File: src/rtl/alu_main_4bit_if.sv
// Request/result bundle for alu_main_4bit: operands and select in, registered result groups out.
interface alu_main_4bit_if;
    logic       in_valid;
    logic       select0;
    logic       select1;
    logic [3:0] bit1;
    logic [3:0] bit2;
    logic [4:0] result1;
    logic [4:0] result2;
    logic       equal;
    logic       greater;
    logic       lesser;
    logic [4:0] result4;
    logic       out_valid;

    modport master (
        output in_valid, select0, select1, bit1, bit2,
        input  result1, result2, equal, greater, lesser, result4, out_valid
    );

    modport slave (
        input  in_valid, select0, select1, bit1, bit2,
        output result1, result2, equal, greater, lesser, result4, out_valid
    );
endinterface

File: src/rtl/alu_main_4bit.sv
// Registered 4-bit ALU: add, subtract, unsigned compare, AND with one-cycle latency.
// Define ALU_MAIN_HOLD_EN to keep non-selected result groups instead of clearing them.
module alu_main_4bit (
    input logic           clk,
    input logic           rst_n,
    alu_main_4bit_if.slave bus
);

    logic [1:0] op;
    logic [4:0] sum;
    logic [4:0] diff;

    assign op = {bus.select1, bus.select0};
    assign sum = {1'b0, bus.bit1} + {1'b0, bus.bit2};
    // 5-bit wrap leaves the borrow in bit 4
    assign diff = {1'b0, bus.bit1} - {1'b0, bus.bit2};

    always_ff @(posedge clk or negedge rst_n) begin
        if (!rst_n) begin
            bus.result1   <= 5'd0;
            bus.result2   <= 5'd0;
            bus.equal     <= 1'b0;
            bus.greater   <= 1'b0;
            bus.lesser    <= 1'b0;
            bus.result4   <= 5'd0;
            bus.out_valid <= 1'b0;
        end else begin
            bus.out_valid <= bus.in_valid;
            if (bus.in_valid) begin
`ifndef ALU_MAIN_HOLD_EN
                // Clear every group; the selected one is overwritten below
                bus.result1 <= 5'd0;
                bus.result2 <= 5'd0;
                bus.equal   <= 1'b0;
                bus.greater <= 1'b0;
                bus.lesser  <= 1'b0;
                bus.result4 <= 5'd0;
`endif
                unique case (op)
                    2'b00: bus.result1 <= sum;
                    2'b01: bus.result2 <= diff;
                    2'b10: begin
                        bus.equal   <= (bus.bit1 == bus.bit2);
                        bus.greater <= (bus.bit1 > bus.bit2);
                        bus.lesser  <= (bus.bit1 < bus.bit2);
                    end
                    default: bus.result4 <= {1'b0, bus.bit1 & bus.bit2};
                endcase
            end
        end
    end

endmodule

File: src/flat_wrapper.sv
// flat-port wrapper written by rule: the top's interface ports become plain ports
module alu_main_4bit_flat 
  (clk, rst_n, bus_in_valid, bus_select0, bus_select1, bus_bit1, bus_bit2, bus_result1, bus_result2, bus_equal, bus_greater, bus_lesser, bus_result4, bus_out_valid);
  alu_main_4bit_if bus_i ();
  input logic clk;
  input logic rst_n;
  input wire logic [$bits(bus_i.in_valid)-1:0] bus_in_valid;
  input wire logic [$bits(bus_i.select0)-1:0] bus_select0;
  input wire logic [$bits(bus_i.select1)-1:0] bus_select1;
  input wire logic [$bits(bus_i.bit1)-1:0] bus_bit1;
  input wire logic [$bits(bus_i.bit2)-1:0] bus_bit2;
  output wire logic [$bits(bus_i.result1)-1:0] bus_result1;
  output wire logic [$bits(bus_i.result2)-1:0] bus_result2;
  output wire logic [$bits(bus_i.equal)-1:0] bus_equal;
  output wire logic [$bits(bus_i.greater)-1:0] bus_greater;
  output wire logic [$bits(bus_i.lesser)-1:0] bus_lesser;
  output wire logic [$bits(bus_i.result4)-1:0] bus_result4;
  output wire logic [$bits(bus_i.out_valid)-1:0] bus_out_valid;
  assign bus_i.in_valid = bus_in_valid;
  assign bus_i.select0 = bus_select0;
  assign bus_i.select1 = bus_select1;
  assign bus_i.bit1 = bus_bit1;
  assign bus_i.bit2 = bus_bit2;
  assign bus_result1 = bus_i.result1;
  assign bus_result2 = bus_i.result2;
  assign bus_equal = bus_i.equal;
  assign bus_greater = bus_i.greater;
  assign bus_lesser = bus_i.lesser;
  assign bus_result4 = bus_i.result4;
  assign bus_out_valid = bus_i.out_valid;
  alu_main_4bit u_core (.clk(clk), .rst_n(rst_n), .bus(bus_i));
endmodule
File: config.mk
export PLATFORM = sky130hd
export DESIGN_NAME = alu_main_4bit_flat
export DESIGN_NICKNAME = d
export VERILOG_FILES = /design/src/rtl/alu_main_4bit_if.sv /design/src/rtl/alu_main_4bit.sv /design/src/flat_wrapper.sv
export SDC_FILE = /design/constraint.sdc
export NUM_CORES = 1
export LEC_CHECK = 0
export ABC_AREA = 1
export CORE_UTILIZATION = 43
export CTS_BUF_LIST = sky130_fd_sc_hd__clkbuf_8
export CTS_CLUSTER_SIZE = 10
export DETAILED_ROUTE_END_ITERATION = 7
export PLACE_DENSITY = 0.85
export SYNTH_ARGS = -nofsm -noshare
export SYNTH_HDL_FRONTEND = slang
export SYNTH_SLANG_ARGS = --single-unit
File: constraint.sdc
create_clock -name clk -period 0.8 [get_ports clk]
set_input_delay 0.12 -clock clk [delete_from_list [all_inputs] [get_ports clk]]
set_output_delay 0.12 -clock clk [all_outputs]
set_load 0.1 [all_outputs]
==> flow_metrics.py <==
metrics = {
    "global_routing": {
        "grt_max_degree": 19,
        "antenna_found_initial": 0,
        "grt_overflow": 0,
        "grt_pass1_wl_um": 5690,
        "grt.total_usage": 0.311,
        "grt_pass1_vias": 1139,
    },
    "logic_synthesis": {
        "synth_top_family_by_area": "simple AND/OR/NAND/NOR gates",
        "synth_compound_area_frac": 0.110,
        "yosysSeqAreaShare": 0.431,
        "synth-simple-area-share": 0.202,
        "yosysWarnings": 0,
        "synth_xor_xnor_area_share": 0.0167,
        "synth_nets": 141,
        "synthAdderAreaFrac": 0.134,
        "synthesis.area_um2": 1050,
        "synth_cells": 118,
        "ys_ff_latch": 18,
        "synth_mux_area_frac": 0,
        "synth.distinct_cells": 23,
        "synth_area_per_cell_um2": 8.86,
    },
    "power": {
        "p_per_area_nw_per_um2": 1590,
        "power.leakage_nw": 0.906,
        "vdd_drop_max_uv": 1180,
    },
    "timing": {
        "setup_tns_ns": -4.78,
        "finalCriticalPeriod_ns": 1.05,
        "setup_viol": 30,
        "maxClockFrequency_mhz": 952,
        "slew_viol_final": 0,
        "fin_ws_ns": -0.250,
        "hold-worst-slack_ns": 0.218,
        "finalHoldViolations": 0,
        "fin_crit_sh": 1.31,
        "rsz0062_at_grt": "yes",
        "final.setup_skew_ns": 0,
    },
    "final_layout": {
        "fin_nets": 197,
        "antennaDiodeCount": 0,
        "layout-drive-gt1-share": 0.688,
        "layout_commonest_cell": "nand2_1",
        "fillers": 89,
        "final_cell_mix": "23 x nand2_1, 20 x buf_12, 19 x buf_4",
        "seq_area_um2": 488,
        "multiInputGateArea_um2": 653,
        "area_growth_syn_to_layout_pct": 94.6,
    },
    "setup_path": {
        "crit_fanout": 2,
        "cp.arrival_ns": 0.93,
        "crit_family": "flip-flops",
        "path_cells": "buf_12",
        "slowest_stage": "dfrtp_4",
        "cp.buffers_inverters": 1,
        "critPathMaxStageDelay_ns": 0.50,
        "cp-end-kind": "primary output",
        "critPathLaunchType": "flop",
        "criticalPathCategory": "reg -> out",
        "cp_data_required_time_ns": 0.68,
    },
    "run": {
        "cap_viol_max_count": 0,
    },
    "floorplan": {
        "die_area_um2": 2630,
        "die_w_um": 51.3,
        "rows": 17,
        "io_pins": 32,
        "initial_core_util": 0.464,
        "die_h_um": 51.3,
        "core_area_um2": 2250,
    },
    "route": {
        "vias_per_cell": 5.35,
        "drcViolationCount": 0,
        "wire_per_inst_um": 20.7,
        "vias": 1076,
        "dr.pass1.iters": 4,
        "wirelength_um": 4170,
        "drtAntennaViolNets": 0,
        "first_iter_violations": 57,
    },
    "place": {
        "finalWeightedCongestion": 0.923,
        "hpwl_um": 2380,
        "pre_cts_slack_ns": -0.995,
        "io_buffers": 30,
    },
    "cts": {
        "tritoncts": "done",
        "insertion_delay_ns": 0.25,
        "cts_root_buf": "clkbuf_8",
        "clkSlewWorstSetupHoldPaths_ns": 0.07,
        "numCtsBuffers": 3,
        "ctsHoldBuffers": 0,
        "numClockSinks": 18,
        "cts-htree-levels": 1,
        "cts_buffer_depth": 2,
    },
    "run_status": {
        "status": "finished, violations left",
        "violations": "setup timing",
    },
    "worst_hold_path": {
        "min_path_type": "in -> async",
    },
}
-- final cells by class --
class	count	share of cell area
sequential	18	0.240
clock buffer	4	0.0270
timing repair buffer	54	0.345
tap	28	0.0172
inverter	20	0.0504
multi-input combinational	77	0.321
-- sequential cells by signal (all words and copies together) (netlist names) --
| register | count |
|---|---|
| u_core.bus.out_valid | 1 |
| u_core.bus.result1 | 5 |
| u_core.bus.lesser | 1 |
| u_core.bus.greater | 1 |
| u_core.bus.equal | 1 |
| u_core.bus.result2 | 5 |
| u_core.bus.result4 | 4 |
-- cell usage after synthesis --
library cell	number	share of area
nand2_1	30	0.11
dfrtp_1	18	0.43
inv_1	16	0.057
nand3_1	9	0.043
ha_1	8	0.096
o21ai_0	8	0.038
nor2_1	4	0.014
o21ai_1	4	0.019
inv_2	3	0.011
a21oi_4	2	0.031
buf_6	2	0.022
fa_1	2	0.038
nor2_4	2	0.022
a21oi_1	1	0.0048
a22o_1	1	0.0084
buf_4	1	0.0072
conb_1	1	0.0036
inv_4	1	0.0060
nand2_2	1	0.0060
nand3_2	1	0.0096
o21ai_2	1	0.0084
xnor2_1	1	0.0084
xor2_1	1	0.0084
-- per-stage QoR --
step	total power (W)	area [um2]	cells	util
after global routing	0.00331	2040	201	0.903
after floorplan	0.00177	1170	118	-
after CTS	0.00309	1930	196	0.855
after global placement	0.00225	1780	187	0.791
final	0.00323	2040	201	0.903
after detailed placement	0.00230	1780	187	0.791
-- report_power, final --
part,switching (W),internal [W]
sequential,0.0000707,0.000983
clock,0.000301,0.000437
combinational,0.000878,0.000563
-- kinds of logic (layout without fill, tap and decap cells) --
logic type      after synthesis  in the layout
other cells                   1              1
simple gates                 47             47
buf+inv                      23             78
flops                        18             18
compound gates               17             17
fa+ha+maj                    10             10
xor+xnor                      2              2
-- metal layers --
layer,vias to the layer above,GRT usage,wire length [um]
met5,-,0,0
met4,0,0.158,142
met3,14,0.0625,267
met2,64,0.579,2200
met1,520,0.327,1560
li1,478,-,-
-- final timing paths --
| path | start | slack, ns | to | depth (start not counted) |
|---|---|---|---|---|
| max in group asynchronous | rst_n | 0.44 | u_core.bus.result4[3]$_DFFE_PN0P_ | 2 |
| min in group clk | bus_in_valid | 0.24 | u_core.bus.out_valid$_DFF_PN0_ | 1 |
| worst min-delay path | rst_n | 0.22 | u_core.bus.result1[0]$_DFFE_PN0P_ | 2 |
| worst max register to register | u_core.bus.equal$_DFFE_PN0P_ | -0.06 | u_core.bus.equal$_DFFE_PN0P_ | 2 |
| worst max-delay path | u_core.bus.result4[3]$_DFFE_PN0P_ | -0.25 | bus_result4[3] | 1 |
| worst min register to register | u_core.bus.result2[4]$_DFFE_PN0P_ | 0.55 | u_core.bus.result2[4]$_DFFE_PN0P_ | 2 |
-- what timing repair did --
| action | in CTS | in global routing |
|---|---|---|
| setup buffers | 6 | 5 |
| pin swaps | 22 | 16 |
| setup endpoints to repair | 35 | 33 |
| resized for setup | 63 | 19 |
| gates cloned | 0 | 0 |
Power figures use the tool's default switching activity.
